$ cat src/rtl/load_store_unit_if.sv
// Request, response and data-memory port bundle of the load/store unit.
// The slave modport is the unit itself; the master modport is its environment.
interface load_store_unit_if;
   logic        req_valid;
   logic        req_ready;
   logic        req_store;
   logic [1:0]  req_size;
   logic        req_unsigned;
   logic [31:0] req_addr;
   logic [31:0] req_wdata;
   logic        rsp_valid;
   logic        rsp_ready;
   logic [31:0] rsp_data;
   logic        rsp_err;
   logic        mem_read;
   logic        mem_write;
   logic [31:0] mem_addr;
   logic [31:0] mem_wdata;
   logic [31:0] mem_rdata;

   modport slave (
      input  req_valid, req_store, req_size, req_unsigned, req_addr, req_wdata,
      input  rsp_ready, mem_rdata,
      output req_ready, rsp_valid, rsp_data, rsp_err,
      output mem_read, mem_write, mem_addr, mem_wdata
   );

   modport master (
      output req_valid, req_store, req_size, req_unsigned, req_addr, req_wdata,
      output rsp_ready, mem_rdata,
      input  req_ready, rsp_valid, rsp_data, rsp_err,
      input  mem_read, mem_write, mem_addr, mem_wdata
   );
endinterface

$ cat src/rtl/load_store_unit.sv
// Memory-stage load/store controller: one access at a time, big-endian lanes,
// read-modify-write for sub-word stores, rejects misaligned/reserved accesses.
module load_store_unit #(
   parameter int CNT_W = 16
) (
   input  logic                 clk,
   input  logic                 reset,
   load_store_unit_if.slave     bus,
   output logic [CNT_W-1:0]     acc_count
);

   typedef enum logic [1:0] {
      IDLE  = 2'd0,
      READ  = 2'd1,
      WRITE = 2'd2,
      RESP  = 2'd3
   } state_t;

   state_t             state_q, state_d;
   logic               store_q, store_d;
   logic [1:0]         size_q, size_d;
   logic               uns_q, uns_d;
   logic [1:0]         lane_q, lane_d;
   logic [31:0]        wdata_q, wdata_d;
   logic               mem_read_q, mem_read_d;
   logic               mem_write_q, mem_write_d;
   logic [31:0]        mem_addr_q, mem_addr_d;
   logic [31:0]        mem_wdata_q, mem_wdata_d;
   logic               rsp_valid_q, rsp_valid_d;
   logic [31:0]        rsp_data_q, rsp_data_d;
   logic               rsp_err_q, rsp_err_d;
   logic [CNT_W-1:0]   acc_count_q, acc_count_d;

   function automatic logic access_bad(input logic [1:0] size, input logic [1:0] offs);
      logic bad;
      case (size)
         2'b00:   bad = 1'b0;
         2'b01:   bad = offs[0];
         2'b10:   bad = offs[1] | offs[0];
         default: bad = 1'b1;
      endcase
      return bad;
   endfunction

   // Lane 0 is the most significant byte of the word.
   function automatic logic [31:0] extract_load(input logic [31:0] word, input logic [1:0] size,
                                                input logic [1:0] lane, input logic uns);
      logic [7:0]  b;
      logic [15:0] h;
      logic [31:0] r;
      case (lane)
         2'd0:    b = word[31:24];
         2'd1:    b = word[23:16];
         2'd2:    b = word[15:8];
         default: b = word[7:0];
      endcase
      if (lane[1]) begin
         h = word[15:0];
      end else begin
         h = word[31:16];
      end
      case (size)
         2'b00:   r = {{24{~uns & b[7]}}, b};
         2'b01:   r = {{16{~uns & h[15]}}, h};
         default: r = word;
      endcase
      return r;
   endfunction

   function automatic logic [31:0] merge_store(input logic [31:0] word, input logic [31:0] wd,
                                               input logic [1:0] size, input logic [1:0] lane);
      logic [31:0] r;
      r = word;
      case (size)
         2'b00: begin
            case (lane)
               2'd0:    r[31:24] = wd[7:0];
               2'd1:    r[23:16] = wd[7:0];
               2'd2:    r[15:8]  = wd[7:0];
               default: r[7:0]   = wd[7:0];
            endcase
         end
         2'b01: begin
            if (lane[1]) begin
               r[15:0] = wd[15:0];
            end else begin
               r[31:16] = wd[15:0];
            end
         end
         default: r = wd;
      endcase
      return r;
   endfunction

   always_comb begin
      state_d     = state_q;
      store_d     = store_q;
      size_d      = size_q;
      uns_d       = uns_q;
      lane_d      = lane_q;
      wdata_d     = wdata_q;
      mem_read_d  = 1'b0;
      mem_write_d = 1'b0;
      mem_addr_d  = mem_addr_q;
      mem_wdata_d = mem_wdata_q;
      rsp_valid_d = rsp_valid_q;
      rsp_data_d  = rsp_data_q;
      rsp_err_d   = rsp_err_q;
      acc_count_d = acc_count_q;

      case (state_q)
         IDLE: begin
            if (bus.req_valid) begin
               store_d = bus.req_store;
               size_d  = bus.req_size;
               uns_d   = bus.req_unsigned;
               lane_d  = bus.req_addr[1:0];
               wdata_d = bus.req_wdata;
               if (access_bad(bus.req_size, bus.req_addr[1:0])) begin
                  // Rejected accesses never reach memory.
                  state_d     = RESP;
                  rsp_valid_d = 1'b1;
                  rsp_err_d   = 1'b1;
                  rsp_data_d  = 32'h0000_0000;
               end else if (bus.req_store && (bus.req_size == 2'b10)) begin
                  state_d     = WRITE;
                  mem_write_d = 1'b1;
                  mem_addr_d  = {bus.req_addr[31:2], 2'b00};
                  mem_wdata_d = bus.req_wdata;
               end else begin
                  state_d    = READ;
                  mem_read_d = 1'b1;
                  mem_addr_d = {bus.req_addr[31:2], 2'b00};
               end
            end else begin
               state_d = IDLE;
            end
         end
         READ: begin
            if (store_q) begin
               state_d     = WRITE;
               mem_write_d = 1'b1;
               mem_wdata_d = merge_store(bus.mem_rdata, wdata_q, size_q, lane_q);
            end else begin
               state_d     = RESP;
               rsp_valid_d = 1'b1;
               rsp_err_d   = 1'b0;
               rsp_data_d  = extract_load(bus.mem_rdata, size_q, lane_q, uns_q);
            end
         end
         WRITE: begin
            state_d     = RESP;
            rsp_valid_d = 1'b1;
            rsp_err_d   = 1'b0;
            rsp_data_d  = 32'h0000_0000;
         end
         RESP: begin
            if (bus.rsp_ready) begin
               state_d     = IDLE;
               rsp_valid_d = 1'b0;
               rsp_err_d   = 1'b0;
               rsp_data_d  = 32'h0000_0000;
               acc_count_d = acc_count_q + CNT_W'(1);
            end else begin
               state_d = RESP;
            end
         end
         default: begin
            state_d = IDLE;
         end
      endcase
   end

   always_ff @(posedge clk) begin
      if (reset) begin
         state_q     <= IDLE;
         store_q     <= 1'b0;
         size_q      <= 2'b00;
         uns_q       <= 1'b0;
         lane_q      <= 2'b00;
         wdata_q     <= 32'h0000_0000;
         mem_read_q  <= 1'b0;
         mem_write_q <= 1'b0;
         mem_addr_q  <= 32'h0000_0000;
         mem_wdata_q <= 32'h0000_0000;
         rsp_valid_q <= 1'b0;
         rsp_data_q  <= 32'h0000_0000;
         rsp_err_q   <= 1'b0;
         acc_count_q <= '0;
      end else begin
         state_q     <= state_d;
         store_q     <= store_d;
         size_q      <= size_d;
         uns_q       <= uns_d;
         lane_q      <= lane_d;
         wdata_q     <= wdata_d;
         mem_read_q  <= mem_read_d;
         mem_write_q <= mem_write_d;
         mem_addr_q  <= mem_addr_d;
         mem_wdata_q <= mem_wdata_d;
         rsp_valid_q <= rsp_valid_d;
         rsp_data_q  <= rsp_data_d;
         rsp_err_q   <= rsp_err_d;
         acc_count_q <= acc_count_d;
      end
   end

   assign bus.req_ready = (state_q == IDLE);
   assign bus.rsp_valid = rsp_valid_q;
   assign bus.rsp_data  = rsp_data_q;
   assign bus.rsp_err   = rsp_err_q;
   assign bus.mem_read  = mem_read_q;
   assign bus.mem_write = mem_write_q;
   assign bus.mem_addr  = mem_addr_q;
   assign bus.mem_wdata = mem_wdata_q;
   assign acc_count     = acc_count_q;

endmodule

$ cat src/flat_wrapper.sv
// flat-port wrapper written by rule: the top's interface ports become plain ports
module load_store_unit_flat 
#(
   parameter int CNT_W = 16
)
  (clk, reset, acc_count, bus_req_valid, bus_req_store, bus_req_size, bus_req_unsigned, bus_req_addr, bus_req_wdata, bus_rsp_ready, bus_mem_rdata, bus_req_ready, bus_rsp_valid, bus_rsp_data, bus_rsp_err, bus_mem_read, bus_mem_write, bus_mem_addr, bus_mem_wdata);
  load_store_unit_if bus_i ();
  input  logic clk;
  input  logic reset;
  output logic [CNT_W-1:0] acc_count;
  input wire logic [$bits(bus_i.req_valid)-1:0] bus_req_valid;
  input wire logic [$bits(bus_i.req_store)-1:0] bus_req_store;
  input wire logic [$bits(bus_i.req_size)-1:0] bus_req_size;
  input wire logic [$bits(bus_i.req_unsigned)-1:0] bus_req_unsigned;
  input wire logic [$bits(bus_i.req_addr)-1:0] bus_req_addr;
  input wire logic [$bits(bus_i.req_wdata)-1:0] bus_req_wdata;
  input wire logic [$bits(bus_i.rsp_ready)-1:0] bus_rsp_ready;
  input wire logic [$bits(bus_i.mem_rdata)-1:0] bus_mem_rdata;
  output wire logic [$bits(bus_i.req_ready)-1:0] bus_req_ready;
  output wire logic [$bits(bus_i.rsp_valid)-1:0] bus_rsp_valid;
  output wire logic [$bits(bus_i.rsp_data)-1:0] bus_rsp_data;
  output wire logic [$bits(bus_i.rsp_err)-1:0] bus_rsp_err;
  output wire logic [$bits(bus_i.mem_read)-1:0] bus_mem_read;
  output wire logic [$bits(bus_i.mem_write)-1:0] bus_mem_write;
  output wire logic [$bits(bus_i.mem_addr)-1:0] bus_mem_addr;
  output wire logic [$bits(bus_i.mem_wdata)-1:0] bus_mem_wdata;
  assign bus_i.req_valid = bus_req_valid;
  assign bus_i.req_store = bus_req_store;
  assign bus_i.req_size = bus_req_size;
  assign bus_i.req_unsigned = bus_req_unsigned;
  assign bus_i.req_addr = bus_req_addr;
  assign bus_i.req_wdata = bus_req_wdata;
  assign bus_i.rsp_ready = bus_rsp_ready;
  assign bus_i.mem_rdata = bus_mem_rdata;
  assign bus_req_ready = bus_i.req_ready;
  assign bus_rsp_valid = bus_i.rsp_valid;
  assign bus_rsp_data = bus_i.rsp_data;
  assign bus_rsp_err = bus_i.rsp_err;
  assign bus_mem_read = bus_i.mem_read;
  assign bus_mem_write = bus_i.mem_write;
  assign bus_mem_addr = bus_i.mem_addr;
  assign bus_mem_wdata = bus_i.mem_wdata;
  load_store_unit #(.CNT_W(CNT_W)) u_core (.clk(clk), .reset(reset), .bus(bus_i), .acc_count(acc_count));
endmodule
$ cat config.mk
export PLATFORM = sky130hd
export DESIGN_NAME = load_store_unit_flat
export DESIGN_NICKNAME = d
export VERILOG_FILES = /design/src/rtl/load_store_unit_if.sv /design/src/rtl/load_store_unit.sv /design/src/flat_wrapper.sv
export SDC_FILE = /design/constraint.sdc
export NUM_CORES = 1
export LEC_CHECK = 0
export CORE_MARGIN = 2
export CORE_UTILIZATION = 57
export DETAILED_ROUTE_END_ITERATION = 10
export DONT_BUFFER_PORTS = 1
export GPL_TIMING_DRIVEN = 0
export PLACE_DENSITY = 0.73
export SLEW_MARGIN = 20
export SYNTH_ARGS = -nofsm -noshare
export SYNTH_HDL_FRONTEND = slang
export SYNTH_SLANG_ARGS = --single-unit
$ cat constraint.sdc
create_clock -name clk -period 1.9 [get_ports clk]
set_clock_uncertainty 0.05 [all_clocks]
set_input_delay 0.475 -clock clk [delete_from_list [all_inputs] [get_ports clk]]
set_output_delay 0.475 -clock clk [all_outputs]
set_load 0.005 [all_outputs]
==> out/metrics.yaml, run 1 <==
die:
  die-height_um: 116
  row_count: 40
  start_util_pct: 58.9
  fp.dieW_um: 116
  core_sq_mm: 0.0121
  die_area_sq_mm: 0.0134
  io_pins: 221
drt:
  drc: 0
  drtAntennaViolNets: 0
  avgViaCountPerCell: 6.37
  wl_um: 23500
  first_iter_violations: 513
  num_vias: 6709
  routedWlPerCell_um: 22.3
  firstDrtPassIters: 5
timing:
  finalMaxSlewViolations: 0
  setup_tns_ns: 0
  worst_pin_slew_ns: 0.777
  fin_crit_ns: 1.86
  max_freq_mhz: 537
  post-route-period-util_pct: 97.9
  rsz0062_at_grt: "true"
  slew_headroom_pct: 48.2
  finalSetupViolCount: 0
  hold_viol: 0
placed_design:
  port_buffers: 0
  globalplace.congestion: 0.955
  hpwl_um: 17900
  placed_cell_area_sq_mm: 0.00735
clock_network:
  clk_latency_ns: 0.43
  clk_pin_slew_ns: 0.06
  htree_levels: 4
  clock_path_buffers: 2
  cts_tree: "built"
  clock_sinks: 154
  cts_buffers: 17
  cts_root_buffer: "clkbuf_16"
  ctsHoldBuffers: 0
setup_path:
  path_depth: 6
  r2r_slack_ns: 0.04
  r2r-start: "u_core.lane_q[1]$_SDFFE_PP0P_"
  crit_required_ns: 2.17
  cp_max_fo: 8
  r2r-end: "u_core.bus.rsp_data[26]$_SDFFE_PP0P_"
  crit_chain: "buf_6 -> mux4_2 -> nor2_4 -> a211oi_4 -> buf_4 -> a221o_1"
  crit_type: "register to register"
  cpMaxStageDelayCell: "mux4_2"
  rr_worst_depth: 6
  crit_arrival_ns: 2.13
  path_buf_inv: 2
  cp_top_family: "multiplexers"
  slowest_delay_ns: 0.56
  end_kind: "register"
  start_kind: "register"
layout:
  synthToLayoutAreaGrowth_pct: 13.6
  postLayoutCellArea_sq_mm: 0.00811
  final_common_cell: "nand2_1"
  drive_above_1_share_pct: 14.2
  final_core_util_pct: 67.0
  nets: 978
  antennaDiodeCount: 0
  layout_common_cells: "nand2_1 (169), dfxtp_1 (152), a21oi_1 (99)"
yosys:
  avgSynthCellArea_sq_um: 8.42
  yosys.area_share.adder_pct: 0.175
  synthTopCellsByArea: "dfxtp_1 (43%), nand2_1 (8.9%), a21oi_1 (7.0%)"
  synth-seq-area-share_pct: 43.2
  synth_top_family_by_area: "compound AO/OA/AOI/OAI gates"
  synth_compound_area_share_pct: 26.0
  synth_area_leader_cell: "dfxtp_1"
  ys_types: 61
  synth-simple-area-share_pct: 19.4
  synth_edf_count: 0
  synth_top_area_share_pct: 43.2
  yosys_most_used_dff: "dfxtp_1"
  synth-xor-area-share_pct: 0.736
  netlist_area_sq_mm: 0.00714
  postSynth.asyncResetShare_pct: 0
  synth.area.mux_share_pct: 4.24
  synthCells: 848
  synth-seq-cells: 154
  synth_warnings: 0
hold_path:
  hp-start: "bus_req_addr[14]"
  hold_class: "primary input to register"
  min_to: "u_core.bus.mem_addr[14]$_SDFFE_PP0P_"
  whs_path_depth: 2
run:
  max-cap-violations: 0
power:
  peakVddDrop_uv: 736
  leakage_uw: 0.00295
  power_uw: 8340
  powerDensity_mw_per_mm2: 1030
global_routing:
  grt_max_degree: 17
  grt_pass1_vias: 6440
  gr-total-overflow: 0
  grt_use_total_pct: 34.4
  grt_pass1_wl_um: 35000
  antenna_found_initial: 0
run_status:
  status: "complete, no violations"
## worst max-delay path by stage
stage | end | slack (ns) | from
after detailed placement | u_core.bus.rsp_data[25]$_SDFFE_PP0P_ | -0.37 | reset
after floorplan | u_core.bus.rsp_data[21]$_SDFFE_PP0P_ | 0.08 | reset
after global placement | u_core.bus.rsp_data[25]$_SDFFE_PP0P_ | -0.30 | reset
after CTS | u_core.bus.mem_wdata[10]$_SDFFE_PP0P_ | -0.007 | u_core.state_q[1]$_SDFF_PP0_
after global routing | u_core.bus.mem_wdata[16]$_SDFFE_PP0P_ | -0.02 | u_core.state_q[1]$_SDFF_PP0_
final | u_core.bus.rsp_data[26]$_SDFFE_PP0P_ | 0.04 | u_core.lane_q[1]$_SDFFE_PP0P_
## area by class of cell
type / instances / area [sq um]
Multi-Input combinational cell: 601 / 3710
Sequential cell: 154 / 3090
Tap cell: 168 / 210
Timing Repair Buffer: 7 / 50.0
Inverter: 20 / 75.1
Buffer: 72 / 429
Fill cell: 1065 / 4000
Clock buffer: 20 / 467
Clock inverter: 12 / 88.8
## worst register-to-register path: stages, from the launching register on
cell,delay [ns]
dfxtp_2,0.35
buf_6,0.12
mux4_2,0.56
nor2_4,0.13
a211oi_4,0.08
buf_4,0.20
a221o_1,0.26
## metal layers
| layer | vias to the layer above | wire, um | global-route usage, % |
|---|---|---|---|
| met4 | 0 | 832 | 16.8 |
| met2 | 375 | 11400 | 56.7 |
| met5 | - | 0 | 0 |
| met3 | 66 | 2430 | 10.4 |
| li1 | 3123 | - | - |
| met1 | 3145 | 8860 | 41.0 |
## through the flow
step / setup WS (ns) / hold slack (ns) / instances
finish: 0.0394 / 0.121 / 1054
global route: -0.0200 / 0.106 / 1054
CTS: -0.00654 / 0.118 / 1051
detailed placement: -0.367 / 0.398 / 1017
global placement: -0.305 / 0.395 / 1017
floorplan: 0.0834 / 0.383 / 849
## power breakdown
group	switching (uW)	internal (uW)
combinational	958	569
clock	1390	1780
sequential	193	3450
## registers in the layout, summed over array words and instances, names as in the netlist, 2 cells and up
register              flops
u_core.lane_q             2
u_core.bus.mem_addr      30
u_core.size_q             2
u_core.bus.rsp_data      32
u_core.bus.mem_wdata     32
u_core.state_q            2
u_core.wdata_q           32
u_core.acc_count         16
## Yosys cell counts (all sizes together) (8+ instances only)
cell type,n
a22o,15
nor3,17
nand2,169
clkbuf,39
mux2i,19
a221oi,15
inv,20
a32o,17
a21oi,101
nand3,26
dfxtp,154
o41ai,14
buf,35
nor2,46
a221o,27
o21ai,36
mux2,8
## logic make-up (layout without fill, tap and decap cells)
logic type / count (synthesis) / in the layout
AND/OR/NAND/NOR: 302 / 302
AO/OA/AOI/OAI: 262 / 262
flip-flops: 154 / 154
buffers and inverters: 94 / 131
multiplexers: 28 / 28
XOR/XNOR: 6 / 6
adder cells (fa/ha/maj): 1 / 1
other: 1 / 2
## timing repair
item | 4_1_cts | 5_1_grt
setup endpoints to repair | 61 | 71
resized for setup | 20 | 44
gates cloned | 0 | 2
buffers inserted | 3 | 2
pin swaps | 2 | 0
Note: power is estimated with default switching activity, not from simulation.
==> inputs of run 2 (changes only) <==
Settings changed: SETUP_SLACK_MARGIN set to 0.5.
==> out/metrics.yaml, run 2 (synthesis results as in run 1) <==
setup_path:
  end_kind: "register"
  crit_required_ns: 2.24  # +0.07 ns
  cp_max_fo: 7  # -1
  rr_worst_depth: 9  # +3
  start_kind: "register"
  r2r-start: "u_core.state_q[1]$_SDFF_PP0_"
  crit_type: "register to register"
  startpoint: "u_core.state_q[1]$_SDFF_PP0_"
  crit_arrival_ns: 2.20  # +0.07 ns
drt:
  top_layer_used: "met4"
  routedWlPerCell_um: 26.1  # +17%
  num_vias: 7685  # +15%
  first_iter_violations: 872  # +70%
  wl_um: 29300  # +24%
  wl_met1_um: 10400  # +17%
  drtAntennaViolNets: 0  # unchanged
  avgViaCountPerCell: 6.86  # +7.7%
  firstDrtPassIters: 6  # +1
  drc: 0  # unchanged
  routed-wl-met2_um: 13800  # +20%
  met3WireLength_um: 3600  # +48%
timing:
  max_freq_mhz: 537  # about the same
  hold_ws_ns: 0.109  # -0.0116 ns
  post-route-period-util_pct: 98.0  # about the same
  worst_pin_slew_ns: 0.793  # +0.0154 ns
  rsz0062_at_grt: "true"
  fin_crit_ns: 1.86  # +0.00172 ns
  hold_viol: 0  # unchanged
  setup_ws_ns: 0.0377  # -0.00172 ns
  slew_headroom_pct: 47.2  # -1.0 points
  finalSetupViolCount: 0  # unchanged
  finalMaxSlewViolations: 0  # unchanged
clock_network:
  clock_sinks: 154  # unchanged
  clk_latency_ns: 0.44  # about the same
  clock_path_buffers: 2  # unchanged
  htree_levels: 4  # unchanged
  cts_buffers: 17  # unchanged
  ctsHoldBuffers: 0  # unchanged
  clk_pin_slew_ns: 0.07  # about the same
  cts_tree: "built"
  cts_root_buffer: "clkbuf_16"
placed_design:
  port_buffers: 0  # unchanged
  globalplace.congestion: 0.925  # -3.1%
  post-place-ws_ns: -0.229  # +0.138 ns
  hpwl_um: 18100  # +1.4%
  place_inst: 1017  # unchanged
hold_path:
  hold_class: "primary input to register"
  whs_path_depth: 2  # unchanged
  hp-start: "bus_req_addr[11]"
layout:
  layout_common_cells: "nand2_1 (154), dfxtp_1 (137), a21oi_1 (57)"
  synthToLayoutAreaGrowth_pct: 38.1
  final_common_cell: "nand2_1"
  drive_above_1_share_pct: 34.7  # +21 points
  antennaDiodeCount: 0  # unchanged
  nets: 1045  # +6.9%
  n_fill_cell: 731  # -31%
  fin_cells: 1121  # +6.4%
global_routing:
  grt_use_total_pct: 40.9  # +6.6 points
  grt_max_degree: 17  # unchanged
  antenna_found_initial: 0  # unchanged
  grt_pass1_vias: 7469  # +16%
  grt_pass1_wl_um: 41600  # +19%
  gr-total-overflow: 0  # unchanged
die:
  io_pins: 221  # unchanged
  fp.dieW_um: 116  # unchanged
  die-height_um: 116  # unchanged
  die_area_sq_mm: 0.0134  # unchanged
  row_count: 40  # unchanged
  core_sq_mm: 0.0121  # unchanged
  start_util_pct: 58.9  # unchanged
power:
  peakVddDrop_uv: 848  # +15%
  leakage_uw: 0.00372  # +26%
  power_uw: 9400  # +13%
  powerDensity_mw_per_mm2: 954  # -7.2%
run_status:
  status: "complete, no violations"
run:
  max-cap-violations: 0  # unchanged
## run 2: cell types whose count changed in the layout (fill, tap and decap cells not counted), moves of 15 or more
cell     previous run  this run
a21oi_1            99        57
a21oi_2             1        42
buf_4              12        40
buf_6              13        35
dfxtp_1           152       137
nand2_1           169       154
## run 2: through the flow
| stage | setup TNS (ns) | area (sq um) | utilization (%) |
|---|---|---|---|
| floorplan | 0 | 7390 | - |
| global placement | -3.58 | 7600 | 62.8 |
| detailed placement | -4.87 | 7600 | 62.8 |
| CTS | 0 | 9600 | 79.2 |
| global route | 0 | 9860 | 81.4 |
| finish | 0 | 9860 | 81.4 |
## run 2: worst max-delay path, cell delays in order (launching register included)
cell and delay (ns):
dfxtp_4 0.35, buf_8 0.14, nor2b_2 0.19, buf_6 0.14, buf_4 0.12, buf_6 0.10, bufbuf_16 0.26, nor2_4 0.04
nor3_2 0.23, a32o_1 0.17
## run 2: layout make-up
class                           instances  area [sq um]  area share, %
Multi-Input combinational cell        602          4320           43.8
Timing Repair Buffer                   71           827           8.39
Clock buffer                           19           443           4.49
Tap cell                              168           210           2.13
Buffer                                 74           759           7.71
Sequential cell                       154          3110           31.6
Clock inverter                         13           110           1.12
Inverter                               20          75.1          0.762
## run 2: metal layers
layer | up-vias | track usage, %
li1 | 3253 | -
met1 | 3650 | 47.2
met2 | 621 | 68.8
met3 | 161 | 13.4
met4 | 0 | 19.5
met5 | - | 0
## run 2: report_power, final
part | total [uW] | internal (uW) | switching (uW)
registers | 3660 | 3440 | 215
logic | 2460 | 1150 | 1320
clock network | 3280 | 1740 | 1540
total | 9400 | 6330 | 3070
## run 2: what timing repair did
| action | CTS | global route |
|---|---|---|
| endpoints found under the setup margin | 156 | 161 |
| resized for setup | 210 | 68 |
| endpoints found under the hold margin | 0 | 0 |
| pin swaps | 70 | 18 |
| setup buffers | 45 | 7 |
| cloned | 19 | 1 |
## run 2: path summary, 6_finish.rpt
kind / end / slack (ns)
worst max-delay path: u_core.bus.mem_wdata[24]$_SDFFE_PP0P_ / 0.04
worst min-delay path: u_core.bus.mem_addr[11]$_SDFFE_PP0P_ / 0.11
worst min register to register: u_core.wdata_q[10]$_SDFFE_PP0P_ / 0.43
worst max register to register: u_core.bus.mem_wdata[24]$_SDFFE_PP0P_ / 0.04
==> inputs of run 3 (changes only) <==
Settings changed: CAP_MARGIN set to 0, GPL_TIMING_DRIVEN 0 to 1.
==> out/metrics.yaml, run 3 (synthesis results as in run 1) <==
power:
  leakage_uw: 0.00380  # +2.1%
  clkPwrFrac_pct: 37.2  # +2.3 points
  p_switching_uw: 2810  # -8.6%
  pwr-share-seq_pct: 38.9  # about the same
  powerDensity_mw_per_mm2: 942  # -1.3%
  p_sw_share_pct: 29.8  # -2.9 points
  peakVddDrop_uv: 720  # -15%
  power_frac_comb_pct: 23.8  # -2.4 points
  p_int_uw: 6610  # +4.5%
layout:
  synthToLayoutAreaGrowth_pct: 40.2
  antennaDiodeCount: 0  # unchanged
  drive_above_1_share_pct: 40.0  # +5.3 points
  n_fill_cell: 705  # -3.6%
  nets: 991  # -5.2%
  layout_common_cells: "dfxtp_1 (136), nand2_1 (120), a21oi_2 (66)"
  final_common_cell: "dfxtp_1"
run_status:
  status: "complete, no violations"
timing:
  setup_tns_ns: 0  # unchanged
  setup_ws_ns: 0.0942  # +0.0565 ns
  worst_pin_slew_ns: 0.639  # -0.154 ns
  hold_ws_ns: 0.0554  # -0.0535 ns
  max_freq_mhz: 554  # +3.1%
  slew_headroom_pct: 57.2  # +10 points
  rsz0062_at_grt: "true"
  fin_crit_ns: 1.81  # -0.0565 ns
  post-route-period-util_pct: 95.0  # -3.0 points
  hold_viol: 0  # unchanged
  finalMaxSlewViolations: 0  # unchanged
  finalSetupViolCount: 0  # unchanged
hold_path:
  hold_class: "primary input to register"
  whs_path_depth: 1  # -1
  hp-start: "reset"
  min_to: "u_core.acc_count[8]$_SDFFE_PP0P_"
global_routing:
  grt_pass1_vias: 6638  # -11%
  gr-total-overflow: 0  # unchanged
  grt_pass1_wl_um: 37300  # -11%
  antenna_found_initial: 0  # unchanged
  grt_use_total_pct: 36.2  # -4.7 points
  grt_max_degree: 128  # +111
setup_path:
  end_kind: "register"
  r2r-end: "u_core.bus.mem_wdata[9]$_SDFFE_PP0P_"
  crit_chain: "buf_12 -> buf_4 -> nor4b_4 -> buf_6 -> a221o_1 -> a21oi_1 -> o41ai_2"
  crit_type: "register to register"
  rr_worst_depth: 7  # -2
  cpMaxStageDelayCell: "dfxtp_4"
  slowest_delay_ns: 0.36  # about the same
  r2r_slack_ns: 0.09  # +0.06 ns
  cp_max_fo: 13  # +6
  r2r-start: "u_core.lane_q[1]$_SDFFE_PP0P_"
  crit_arrival_ns: 2.07  # -0.13 ns
  crit_required_ns: 2.16  # -0.08 ns
  start_kind: "register"
die:
  fp.dieW_um: 116  # unchanged
  core_sq_mm: 0.0121  # unchanged
  row_count: 40  # unchanged
  io_pins: 221  # unchanged
  die-height_um: 116  # unchanged
  die_area_sq_mm: 0.0134  # unchanged
  start_util_pct: 58.9  # unchanged
drt:
  wl_um: 26200  # -10%
  routedWlPerCell_um: 24.6  # -5.9%
  avgViaCountPerCell: 6.71  # -2.1%
  firstDrtPassIters: 6  # unchanged
  num_vias: 7158  # -6.9%
  first_iter_violations: 777  # -11%
  drtAntennaViolNets: 0  # unchanged
  drc: 0  # unchanged
placed_design:
  hpwl_um: 15800  # -13%
  post-place-ws_ns: 0.0175  # +0.246 ns
  globalplace.congestion: 0.912  # -1.5%
  port_buffers: 0  # unchanged
clock_network:
  cts_tree: "built"
  clock_path_buffers: 2  # unchanged
  cts_buffers: 17  # unchanged
  htree_levels: 4  # unchanged
  clk_latency_ns: 0.43  # about the same
  clock_sinks: 154  # unchanged
  clk_pin_slew_ns: 0.06  # about the same
  cts_root_buffer: "clkbuf_16"
run:
  max-cap-violations: 0  # unchanged
[run 3: cell types whose count changed in the layout (fill, tap and decap cells not counted), sizes merged, moves of 2 or more]
cell      before  now
buf          103   87
bufinv         0    3
clkbuf        60   22
clkinv         3    5
clkinvlp       4    2
inv           26   21
nand3         26   28
[run 3: area by class of cell]
class                      count  area [sq um]  share of cell area [%]
clock inverter                11           143                    1.43
sequential                   154          3130                    31.3
multi-input combinational    605          4820                    48.2
clock buffer                  21           460                    4.60
timing repair buffer          88          1170                    11.7
tap                          168           210                    2.10
inverter                      20          75.1                   0.750
[run 3: power by group through the flow]
| stage | sequential [uW] | clock, uW | combinational, uW |
|---|---|---|---|
| floorplan | 3640 | 0 | 1150 |
| global placement | 3740 | 0 | 1340 |
| detailed placement | 3750 | 0 | 1380 |
| CTS | 3650 | 3480 | 1900 |
| global route | 3690 | 3650 | 2370 |
| finish | 3670 | 3510 | 2250 |
[run 3: metrics by stage]
step | utilization, % | power [uW] | instances | area (sq um)
finish | 82.6 | 9420 | 1067 | 10000
global route | 82.6 | 9700 | 1067 | 10000
CTS | 75.8 | 9030 | 1062 | 9190
detailed placement | 62.2 | 5130 | 978 | 7530
global placement | 62.2 | 5090 | 978 | 7530
floorplan | - | 4790 | 849 | 7390
[run 3: routing by layer]
metal,track usage (%),vias up,wire length (um)
met5,0,-,0
met4,15.9,0,952
met3,11.2,73,2910
met2,60.4,454,12700
met1,43.1,3480,9650
li1,-,3151,-
[run 3: worst max-delay path by stage]
stage | to | slack [ns] | from | cells after the start
global placement | u_core.bus.rsp_data[19]$_SDFFE_PP0P_ | 0.07 | u_core.lane_q[1]$_SDFFE_PP0P_ | 5
global route | u_core.bus.mem_wdata[9]$_SDFFE_PP0P_ | 0.05 | u_core.lane_q[1]$_SDFFE_PP0P_ | 7
floorplan | u_core.bus.rsp_data[21]$_SDFFE_PP0P_ | 0.14 | reset | 6
detailed placement | u_core.bus.rsp_data[18]$_SDFFE_PP0P_ | 0.02 | u_core.lane_q[1]$_SDFFE_PP0P_ | 5
CTS | u_core.bus.rsp_data[31]$_SDFFE_PP0P_ | 0.19 | u_core.lane_q[1]$_SDFFE_PP0P_ | 5
finish | u_core.bus.mem_wdata[9]$_SDFFE_PP0P_ | 0.09 | u_core.lane_q[1]$_SDFFE_PP0P_ | 7
[run 3: critical path, delay by kind of cell (launching register included)]
| kind | cells | cell delay, ns |
|---|---|---|
| compound gates | 3 | 0.70 |
| flops | 1 | 0.36 |
| buf+inv | 3 | 0.43 |
| simple gates | 1 | 0.13 |
[run 3: what timing repair did]
| item | in CTS | in global routing |
|---|---|---|
| pin swaps | 46 | 87 |
| gates cloned | 12 | 1 |
| setup buffers | 40 | 4 |
| hold buffers | 0 | 0 |
| resized for setup | 143 | 181 |
| endpoints found under the setup margin | 137 | 153 |
